--- src/rtl/adc_share_arbiter_pkg.sv ---
// Shared definitions for the ADC sharing arbiter: FSM encoding and default sizing.
// Latency: n/a (declarations only).
// Backpressure: n/a.
package adc_share_pkg;

  typedef enum logic [1:0] {
    ST_IDLE     = 2'd0,
    ST_WAIT_ADC = 2'd1,
    ST_GAP      = 2'd2
  } state_t;

  localparam int NREQ_DEF    = 4;
  localparam int DW_DEF      = 8;
  localparam int TIMEOUT_DEF = 64;
  localparam int GAP_DEF     = 2;

endpackage

--- src/rtl/adc_share_arbiter_if.sv ---
// Client-side and ADC-side handshake bundle for the ADC sharing arbiter.
// Latency: n/a (wiring only).
// Backpressure: clients hold cli_req until their rdy/err pulse; ADC answers with adc_rdy.
interface adc_share_arbiter_if
  import adc_share_pkg::*;
#(
  parameter int NREQ = NREQ_DEF,
  parameter int DW   = DW_DEF
);
  localparam int IW = (NREQ > 1) ? $clog2(NREQ) : 1;

  logic            en;
  logic [NREQ-1:0] cli_req;
  logic [NREQ-1:0] cli_rdy;
  logic [NREQ-1:0] cli_err;
  logic [DW-1:0]   cli_dat;
  logic [IW-1:0]   gnt_id;
  logic            busy;
  logic            adc_req;
  logic            adc_rdy;
  logic [DW-1:0]   adc_dat;
  logic            err_sticky;
  logic            clr_err;

  // Arbiter side.
  modport slave (
    input  en, cli_req, adc_rdy, adc_dat, clr_err,
    output cli_rdy, cli_err, cli_dat, gnt_id, busy, adc_req, err_sticky
  );

  // Clients + ADC side.
  modport master (
    output en, cli_req, adc_rdy, adc_dat, clr_err,
    input  cli_rdy, cli_err, cli_dat, gnt_id, busy, adc_req, err_sticky
  );
endinterface

--- src/rtl/adc_share_arbiter_rr_pick.sv ---
// Round-robin selector: first set request scanning last+1, last+2, ... (mod NREQ).
// Latency: combinational.
// Backpressure: none; o_vld low when no request is set.
module rr_pick #(
  parameter int NREQ = 4,
  parameter int IW   = 2
) (
  input  logic [NREQ-1:0] i_req,
  input  logic [IW-1:0]   i_last,
  output logic [IW-1:0]   o_winner,
  output logic            o_vld
);

  // Scan from furthest to nearest so the nearest set bit after i_last wins.
  always_comb begin
    logic [NREQ-1:0] w_sh;
    int              w_idx;
    o_winner = i_last;
    o_vld    = 1'b0;
    w_sh     = '0;
    w_idx    = 0;
    for (int i = NREQ; i >= 1; i--) begin
      w_idx = int'(i_last) + i;
      if (w_idx >= NREQ) w_idx = w_idx - NREQ;
      w_sh = i_req >> w_idx;
      if (w_sh[0]) begin
        o_winner = IW'(w_idx);
        o_vld    = 1'b1;
      end
    end
  end

endmodule

--- src/rtl/adc_share_arbiter.sv ---
// Shares one ADC port among NREQ clients: round-robin grant, one conversion per grant, idle gap, timeout.
// Latency: grant 1 cycle after request in IDLE; data/err pulse 1 cycle after adc_rdy or timeout edge.
// Backpressure: en gates new grants only; clients wait (hold cli_req) while another conversion runs.
module adc_share_arbiter
  import adc_share_pkg::*;
#(
  parameter int NREQ    = NREQ_DEF,
  parameter int DW      = DW_DEF,
  parameter int TIMEOUT = TIMEOUT_DEF,
  parameter int GAP     = GAP_DEF
) (
  input logic                 clk,
  input logic                 rst,
  adc_share_arbiter_if.slave  bus
);

  localparam int IW = (NREQ > 1) ? $clog2(NREQ) : 1;
  localparam int TW = $clog2(TIMEOUT);
  localparam int GW = (GAP > 1) ? $clog2(GAP) : 1;
  localparam logic [TW-1:0] TLAST = TW'(TIMEOUT - 1);
  localparam logic [GW-1:0] GLAST = GW'(GAP - 1);

  state_t          r_state,   w_state_nxt;
  logic            r_adc_req, w_adc_req_nxt;
  logic            r_busy,    w_busy_nxt;
  logic [NREQ-1:0] r_cli_rdy, w_cli_rdy_nxt;
  logic [NREQ-1:0] r_cli_err, w_cli_err_nxt;
  logic [DW-1:0]   r_cli_dat, w_cli_dat_nxt;
  logic [IW-1:0]   r_gnt_id,  w_gnt_id_nxt;
  logic [IW-1:0]   r_last,    w_last_nxt;
  logic [TW-1:0]   r_tcnt,    w_tcnt_nxt;
  logic [GW-1:0]   r_gcnt,    w_gcnt_nxt;
  logic            r_err,     w_err_nxt;

  logic [IW-1:0]   w_pick;
  logic            w_pick_vld;

  rr_pick #(.NREQ(NREQ), .IW(IW)) u_pick (
    .i_req    (bus.cli_req),
    .i_last   (r_last),
    .o_winner (w_pick),
    .o_vld    (w_pick_vld)
  );

  // Next-state and next-output decode; pulses default low every cycle.
  always_comb begin
    w_state_nxt   = r_state;
    w_adc_req_nxt = r_adc_req;
    w_busy_nxt    = r_busy;
    w_cli_rdy_nxt = '0;
    w_cli_err_nxt = '0;
    w_cli_dat_nxt = r_cli_dat;
    w_gnt_id_nxt  = r_gnt_id;
    w_last_nxt    = r_last;
    w_tcnt_nxt    = r_tcnt;
    w_gcnt_nxt    = r_gcnt;
    w_err_nxt     = bus.clr_err ? 1'b0 : r_err;
    case (r_state)
      ST_IDLE: begin
        if (bus.en && w_pick_vld) begin
          w_gnt_id_nxt  = w_pick;
          w_last_nxt    = w_pick;
          w_adc_req_nxt = 1'b1;
          w_busy_nxt    = 1'b1;
          w_tcnt_nxt    = '0;
          w_state_nxt   = ST_WAIT_ADC;
        end
      end
      ST_WAIT_ADC: begin
        if (bus.adc_rdy) begin
          // Data beats a timeout landing on the same edge.
          w_cli_dat_nxt = bus.adc_dat;
          w_cli_rdy_nxt = NREQ'(1) << r_gnt_id;
          w_adc_req_nxt = 1'b0;
          w_gcnt_nxt    = '0;
          w_state_nxt   = ST_GAP;
        end else if (r_tcnt == TLAST) begin
          // Timeout set overrides a simultaneous clr_err.
          w_cli_err_nxt = NREQ'(1) << r_gnt_id;
          w_err_nxt     = 1'b1;
          w_adc_req_nxt = 1'b0;
          w_gcnt_nxt    = '0;
          w_state_nxt   = ST_GAP;
        end else begin
          w_tcnt_nxt = r_tcnt + 1'b1;
        end
      end
      ST_GAP: begin
        if (r_gcnt == GLAST) begin
          w_busy_nxt  = 1'b0;
          w_state_nxt = ST_IDLE;
        end else begin
          w_gcnt_nxt = r_gcnt + 1'b1;
        end
      end
      default: begin
        w_adc_req_nxt = 1'b0;
        w_busy_nxt    = 1'b0;
        w_state_nxt   = ST_IDLE;
      end
    endcase
  end

  // State and registered outputs; reset aborts any transaction with no pulse.
  always_ff @(posedge clk or posedge rst) begin
    if (rst) begin
      r_state   <= ST_IDLE;
      r_adc_req <= 1'b0;
      r_busy    <= 1'b0;
      r_cli_rdy <= '0;
      r_cli_err <= '0;
      r_cli_dat <= '0;
      r_gnt_id  <= '0;
      r_last    <= IW'(NREQ - 1);
      r_tcnt    <= '0;
      r_gcnt    <= '0;
      r_err     <= 1'b0;
    end else begin
      r_state   <= w_state_nxt;
      r_adc_req <= w_adc_req_nxt;
      r_busy    <= w_busy_nxt;
      r_cli_rdy <= w_cli_rdy_nxt;
      r_cli_err <= w_cli_err_nxt;
      r_cli_dat <= w_cli_dat_nxt;
      r_gnt_id  <= w_gnt_id_nxt;
      r_last    <= w_last_nxt;
      r_tcnt    <= w_tcnt_nxt;
      r_gcnt    <= w_gcnt_nxt;
      r_err     <= w_err_nxt;
    end
  end

  assign bus.adc_req    = r_adc_req;
  assign bus.busy       = r_busy;
  assign bus.cli_rdy    = r_cli_rdy;
  assign bus.cli_err    = r_cli_err;
  assign bus.cli_dat    = r_cli_dat;
  assign bus.gnt_id     = r_gnt_id;
  assign bus.err_sticky = r_err;

endmodule

--- src/flat_wrapper.sv ---
// flat-port wrapper written by rule: the top's interface ports become plain ports
module adc_share_arbiter_flat import adc_share_pkg::*;
#(
  parameter int NREQ    = NREQ_DEF,
  parameter int DW      = DW_DEF,
  parameter int TIMEOUT = TIMEOUT_DEF,
  parameter int GAP     = GAP_DEF
)
  (clk, rst, bus_en, bus_cli_req, bus_adc_rdy, bus_adc_dat, bus_clr_err, bus_cli_rdy, bus_cli_err, bus_cli_dat, bus_gnt_id, bus_busy, bus_adc_req, bus_err_sticky);
  adc_share_arbiter_if #(.NREQ(NREQ), .DW(DW)) bus_i ();
  input logic clk;
  input logic rst;
  input wire logic [$bits(bus_i.en)-1:0] bus_en;
  input wire logic [$bits(bus_i.cli_req)-1:0] bus_cli_req;
  input wire logic [$bits(bus_i.adc_rdy)-1:0] bus_adc_rdy;
  input wire logic [$bits(bus_i.adc_dat)-1:0] bus_adc_dat;
  input wire logic [$bits(bus_i.clr_err)-1:0] bus_clr_err;
  output wire logic [$bits(bus_i.cli_rdy)-1:0] bus_cli_rdy;
  output wire logic [$bits(bus_i.cli_err)-1:0] bus_cli_err;
  output wire logic [$bits(bus_i.cli_dat)-1:0] bus_cli_dat;
  output wire logic [$bits(bus_i.gnt_id)-1:0] bus_gnt_id;
  output wire logic [$bits(bus_i.busy)-1:0] bus_busy;
  output wire logic [$bits(bus_i.adc_req)-1:0] bus_adc_req;
  output wire logic [$bits(bus_i.err_sticky)-1:0] bus_err_sticky;
  assign bus_i.en = bus_en;
  assign bus_i.cli_req = bus_cli_req;
  assign bus_i.adc_rdy = bus_adc_rdy;
  assign bus_i.adc_dat = bus_adc_dat;
  assign bus_i.clr_err = bus_clr_err;
  assign bus_cli_rdy = bus_i.cli_rdy;
  assign bus_cli_err = bus_i.cli_err;
  assign bus_cli_dat = bus_i.cli_dat;
  assign bus_gnt_id = bus_i.gnt_id;
  assign bus_busy = bus_i.busy;
  assign bus_adc_req = bus_i.adc_req;
  assign bus_err_sticky = bus_i.err_sticky;
  adc_share_arbiter #(.NREQ(NREQ), .DW(DW), .TIMEOUT(TIMEOUT), .GAP(GAP)) u_core (.clk(clk), .rst(rst), .bus(bus_i));
endmodule
--- config.mk ---
export PLATFORM = sky130hd
export DESIGN_NAME = adc_share_arbiter_flat
export DESIGN_NICKNAME = d
export VERILOG_FILES = /design/src/rtl/adc_share_arbiter_pkg.sv /design/src/rtl/adc_share_arbiter_if.sv /design/src/rtl/adc_share_arbiter_rr_pick.sv /design/src/rtl/adc_share_arbiter.sv /design/src/flat_wrapper.sv
export SDC_FILE = /design/constraint.sdc
export NUM_CORES = 1
export LEC_CHECK = 0
export ABC_AREA = 1
export BUFFER_PORTS_ARGS = -buffer_cell sky130_fd_sc_hd__clkbuf_2
export CELL_PAD_IN_SITES_DETAIL_PLACEMENT = 1
export CELL_PAD_IN_SITES_GLOBAL_PLACEMENT = 1
export CORE_UTILIZATION = 39
export DETAILED_ROUTE_END_ITERATION = 6
export GPL_ROUTABILITY_DRIVEN = 0
export HOLD_SLACK_MARGIN = 0.06
export PLACE_DENSITY = 0.79
export SYNTH_ARGS = -nofsm -noshare
export SYNTH_HDL_FRONTEND = slang
export SYNTH_SLANG_ARGS = --single-unit
--- constraint.sdc ---
create_clock -name clk -period 2.3 [get_ports clk]
set_input_delay 0.46 -clock clk [delete_from_list [all_inputs] [get_ports clk]]
set_output_delay 0.46 -clock clk [all_outputs]
set_load 0.005 [all_outputs]
Word level (Yosys, flattened, before mapping)
Index checks and enable logic that the tools add are counted.
{ "totals": {"reg_bits": 32, "latchBits": 0, "ramBits": 0, "rom_bits": 0, "in_bits": 17, "output_inout_bits": 21, "wordCells": 89, "memories": 0} }
{ "op_classes": {"addsub": 10, "multipliers": 0, "n_div": 0, "magnitude_cmp": 4, "eq_ne": 8, "n_shift": 5, "muxes": 38, "bitwise": 2, "reduce_logical": 11} }
{ "ops": {"columns": ["op", "n"], "rows": [
  ["$mux 32", 4],
  ["$shr 4x32->1", 4],
  ["$ge 32x4->1 const B", 1],
  ["$sub 32x4->32 const B", 1],
  ["$mux 4", 5],
  ["$mux 6", 3],
  ["$mux 2", 8],
  ["$mux 1", 13],
  ["$pmux 6 s2", 1],
  ["$sub 3x3->4 const B", 3],
  ["$ge 3x3->1 const B", 3],
  ["$reduce_and 3->1", 3],
  ["$add 2x2->3 const B", 2],
  ["$add 6x1->6 const B", 1],
  ["$eq 6x6->1 const B", 1],
  ["$pmux 1 s3", 2],
  ["$pmux 2 s3", 1],
  ["$reduce_and 2->1", 3],
  ["$add 2x3->4 const B", 1],
  ["$ne 2x1->1 const B", 2],
  ["$ne 2x2->1 const B", 2],
  ["$reduce_and 4->1", 1],
  ["$reduce_bool 2->1", 2],
  ["$shl 1x2->4 const A", 1],
  ["9 further kinds", 10]
]} }

Depth between registers and ports, before layout
{ "logic_depth": {"depth_word": 11, "mapped_depth": 12} }

Hierarchy
Synthesis repeated with hierarchy kept, for this count alone.
{ "unflattened": {"cells_unflattened": 210, "hier_area_um2": 1634.1} }
{ "modules_own_cells": {"columns": ["module", "n_inst", "cells_per_inst", "area_per_inst_um2", "seq_area_each_um2"], "rows": [
  ["adc_share_arbiter", 1, 156, 1377.6, 803.3],
  ["rr_pick", 1, 54, 256.5, 0.0]
]} }

Worst setup path before layout
OpenSTA, ideal clock, no wires.
{ "synth_timing": {"path_kind": "flip-flop to flip-flop", "startpoint": "reg u_core.r_last[0]", "endpoint": "reg u_core.r_adc_req (netlist: u_core.bus.adc_req)", "setup_time_ns": 0.117, "t_arrival_ns": 1.712, "slack_ns": 0.472, "path_stages_with_launch": 12, "path_buffers": 1, "period_less_slack_ns": 1.828, "cell_sequence": "dfstp_2 -> inv_2 -> ha_1 -> inv_1 -> nand3_1 -> nand3_1 -> nand2_2 -> nand2_2 -> nand2_4 -> buf_6 -> nand3_1 -> nand2_1"} }
{ "synth_between": {"elab_chain_len": 11} }
{ "synth_lines": {"columns": ["item", "line", "text"], "rows": [
  ["start: declaration", "adc_share_arbiter.sv:30", "logic [IW-1:0] r_last, w_last_nxt;"],
  ["start signal: assignment", "adc_share_arbiter.sv:114", "r_last <= IW'(NREQ - 1);"],
  ["start signal: assignment", "adc_share_arbiter.sv:126", "r_last <= w_last_nxt;"],
  ["$add 2x3->4", "adc_share_arbiter_rr_pick.sv:23", "w_idx = int'(i_last) + i;"],
  ["$sub 32x4->32 or $ge 32x4->1 (tied branches)", "adc_share_arbiter_rr_pick.sv:24", "if (w_idx >= NREQ) w_idx = w_idx - NREQ;"],
  ["$mux 32", "adc_share_arbiter_rr_pick.sv:24", null],
  ["$shr 4x32->1", "adc_share_arbiter_rr_pick.sv:25", "w_sh = i_req >> w_idx;"],
  ["$mux 1 (3 in series)", "adc_share_arbiter_rr_pick.sv:26", "if (w_sh[0]) begin"],
  ["$mux 1 *", "adc_share_arbiter_rr_pick.sv:26", null],
  ["$logic_and 1x1->1 *", "adc_share_arbiter.sv:60", "if (bus.en && w_pick_vld) begin"],
  ["$ne 2x1->1 (no source line) *", null, null],
  ["$reduce_and 3->1 (no source line) *", null, null],
  ["end signal: assignment", "adc_share_arbiter.sv:120", "r_adc_req <= w_adc_req_nxt;"],
  ["end: declaration", "adc_share_arbiter.sv:24", "logic r_adc_req, w_adc_req_nxt;"]
]} }
Mark *: on every way between the ends. The rest lies on a longest branch, timed or not.
A chain may end at the register's enable or synchronous reset.

Final worst setup path
{ "layout_timing": {"startpoint": "reg u_core.r_last[0]", "endpoint": "reg u_core.r_tcnt[1]"} }
{ "layout_between": {"elab_chain_len": 11} }
{ "layout_lines": {"columns": ["item", "line", "text"], "rows": [
  ["$add 2x3->4", "adc_share_arbiter_rr_pick.sv:23", null],
  ["$sub 32x4->32 or $ge 32x4->1 (tied branches)", "adc_share_arbiter_rr_pick.sv:24", null],
  ["$mux 32", "adc_share_arbiter_rr_pick.sv:24", null],
  ["$shr 4x32->1", "adc_share_arbiter_rr_pick.sv:25", null],
  ["$mux 1 (3 in series)", "adc_share_arbiter_rr_pick.sv:26", null],
  ["$mux 1 *", "adc_share_arbiter_rr_pick.sv:26", null],
  ["$logic_and 1x1->1 *", "adc_share_arbiter.sv:60", null],
  ["$ne 2x1->1 (no source line) *", null, null],
  ["$reduce_and 4->1 (no source line) *", null, null],
  ["end signal: assignment", "adc_share_arbiter.sv:127", "r_tcnt <= w_tcnt_nxt;"],
  ["end: declaration", "adc_share_arbiter.sv:31", "logic [TW-1:0] r_tcnt, w_tcnt_nxt;"]
]} }
Marked as above.

==> metrics.yaml <==
status: "completed"
grt_pass1_vias: 1374
slew_violations: 0
wl_per_cell_um: 12.5
cts-htree-levels: 2
cp_common_cell: "nand2_2"
final_cells: 291
yosysTopAreaCellShare_pct: 45.6
cts_setup_buffers: 0
fin_crit_ps: 2020
final_antenna_net_count: 0
p_int_w: 0.00152
p_sw_w: 0.00105
ys_seq_area_share_pct: 48.8
endpoint_kind: "register"
hold_viol: 0
yosysWarnings: 0
antenna_cells: 0
setup_tns_ps: 0
numCtsBuffers: 5
drc_errors: 0
syn_nets: 222
drtIter0Drc: 32
cts_root_buffer: "clkbuf_8"
seq_power_share_pct: 34.3
async_reset_ff_share_pct: 100
die_h_um: 67.0
hpwlAfterDp_mm: 2.81
final_nets: 264
setup_viol: 0
row_count: 23
die_w_um: 67.0
grt_max_degree: 33
vias_per_cell: 4.78
cap_violations: 0
finClkSkew_ps: 4.51
peakVddDrop_v: 0.000592
dieArea_sq_um: 4490
syn2layout_area_growth_pct: 20.7
synth_seq_cells: 32
grt_pass1_wl_mm: 6.11
vias: 1392
tightest_slew_ps: 501
yosys.cell_types.count: 21
synth.area.top_cells: "dfrtp_1, nand2_1, nand3_1, mux2_2, ha_1"
worst-setup-path-type: "reg -> reg"
overflow: 0
arrival_ps: 2190
cts_resized: 0
firstDrtPassIters: 4
period_share_pct: 87.9
holdCritPathClass: "in -> async"
p_comb_share_pct: 45.4
n_fill_cell: 523
synth_cells: 198
fmax_mhz: 495
syn_area_sq_um: 1650
sw_frac_of_total_pct: 40.7
critical_path.startpoint: "u_core.r_last[0]"
coreArea_sq_um: 4030
clkPwrFrac_pct: 20.4
antenna_found_initial: 0
syn_avg_cell_area_sq_um: 8.32
grt_setup_unrepaired: "false"
routed_wl_mm: 3.63
relSlewSlack_pct: 66.5
path_max_fanout: 14
power.density_nw_per_um2: 1290
grtUsageTotal_pct: 18.6
synthTopCellsByCount: "nand2_1, dfrtp_1, inv_1"
synth_most_common_cell: "nand2_1"
r2r_start: "u_core.r_last[0]"
critPathLaunchType: "register"
postCtsHoldBufs: 0
synth_edf_count: 0
crit_required_ps: 2470
io_buffers: 37
clkTransAtPathRegs_ps: 70
io_pins: 38
clk_latency_ps: 280
cpMaxStageDelayCell: "dfstp_2"
drive_gt1_share_pct: 28.2
synth_ff_type: "dfrtp_1"
start_util_pct: 40.9
place_inst: 283
crit_chain: "inv_2, ha_1, inv_1, nand3_1, nand3_1, nand2_2, nand2_2, nand2_4, nand2_2, nand2_1, nand2_1"
max_stage_delay_ps: 600
cts_tree: "done"
clkSinkCount: 32
cts_buffer_depth: 2
yosysTopAreaCell: "dfrtp_1"
leakage_nw: 1.11
## state kept, by name, summed over array words and instances, names as in the netlist
name / flops
u_core.bus.cli_err: 4
u_core.r_last: 2
u_core.r_gcnt: 1
u_core.bus.busy: 1
u_core.bus.adc_req: 1
u_core.bus.cli_dat: 8
u_core.bus.err_sticky: 1
u_core.r_state: 2
u_core.bus.gnt_id: 2
u_core.r_tcnt: 6
u_core.bus.cli_rdy: 4
## power groups by stage
stage	sequential, W	clock [W]	combinational [W]
after floorplan	0.000880	0	0.000855
after global placement	0.000886	0	0.00114
after detailed placement	0.000892	0	0.00118
after CTS	0.000884	0.000531	0.00119
after global routing	0.000907	0.000556	0.00133
final	0.000881	0.000523	0.00117
## routing by layer
metal	GRT usage (%)	vias to the layer above	wire length [um]
li1	-	706	-
met1	23.0	662	1660
met2	30.9	19	1820
met3	3.94	5	94
met4	7.71	0	55
met5	0	-	0
## logic make-up after synthesis
logic type      after synthesis  synth area share [%]
buf+inv                      26                  6.53
flops                        32                  48.8
simple gates                114                  30.1
compound gates               10                  3.27
fa+ha+maj                     7                  5.32
xor+xnor                      1                 0.532
mux                           8                  5.47
## metrics by stage
step / utilization (%) / area, sq um / hold slack [ps] / total power [W] / setup WS [ps]
floorplan: - / 1650 / 464 / 0.00173 / 472
global placement: 46.7 / 1880 / 457 / 0.00203 / 363
detailed placement: 46.7 / 1880 / 461 / 0.00207 / 254
CTS: 49.3 / 1990 / 252 / 0.00260 / 237
global route: 49.3 / 1990 / 266 / 0.00280 / 93.5
finish: 49.3 / 1990 / 238 / 0.00257 / 278
## cell type report
type | instances | area (sq um) | area share (%)
sequential | 32 | 803 | 40.4
timing repair buffer | 38 | 193 | 9.69
clock inverter | 2 | 35.0 | 1.76
clock buffer | 6 | 72.6 | 3.65
tap | 50 | 62.6 | 3.15
inverter | 23 | 86.3 | 4.34
multi-input combinational | 140 | 736 | 37.0
## critical path, delay by kind of cell, from the launching register on
kind / cells / cell delay (ps)
adders and majority gates: 1 / 360
buffers and inverters: 2 / 180
DFF: 1 / 600
and+or+nand+nor: 8 / 750
## final timing paths
| path | endpoint | slack (ps) | cells after the start |
|---|---|---|---|
| max | u_core.r_tcnt[1] | 280 | 11 |
| min | u_core.bus.cli_dat[7] | 240 | 3 |
| max reg2reg | u_core.r_tcnt[1] | 280 | 11 |
| min reg2reg | u_core.bus.busy | 470 | 2 |
| max in group asynchronous | u_core.r_last[0] | 1730 | 3 |
| min in group clk | u_core.bus.err_sticky | 370 | 2 |
## cell usage in the layout, fill, tap and decap left out
| master | Yosys | layout |
|---|---|---|
| o21ai_0 | 4 | 4 |
| dfrtp_1 | 30 | 30 |
| nand2_1 | 60 | 60 |
| clkbuf_1 | 0 | 1 |
| mux2_2 | 8 | 8 |
| o21ai_2 | 1 | 1 |
| bufinv_16 | 0 | 1 |
| nor2_1 | 20 | 20 |
| dfstp_2 | 2 | 2 |
| a21oi_1 | 5 | 5 |
| nor2_2 | 1 | 1 |
| nand4_1 | 1 | 1 |
| xor2_1 | 1 | 1 |
| ha_1 | 7 | 7 |
| nand2_4 | 1 | 1 |
| inv_2 | 1 | 1 |
| nand2_2 | 9 | 9 |
| clkbuf_8 | 0 | 5 |
| buf_4 | 0 | 1 |
| nor3_1 | 1 | 1 |
| clkbuf_2 | 0 | 37 |
| nor3b_1 | 2 | 2 |
| nand3_1 | 19 | 19 |
| inv_1 | 22 | 22 |
| clkinv_2 | 0 | 1 |
(Power assumes the default switching activity.)
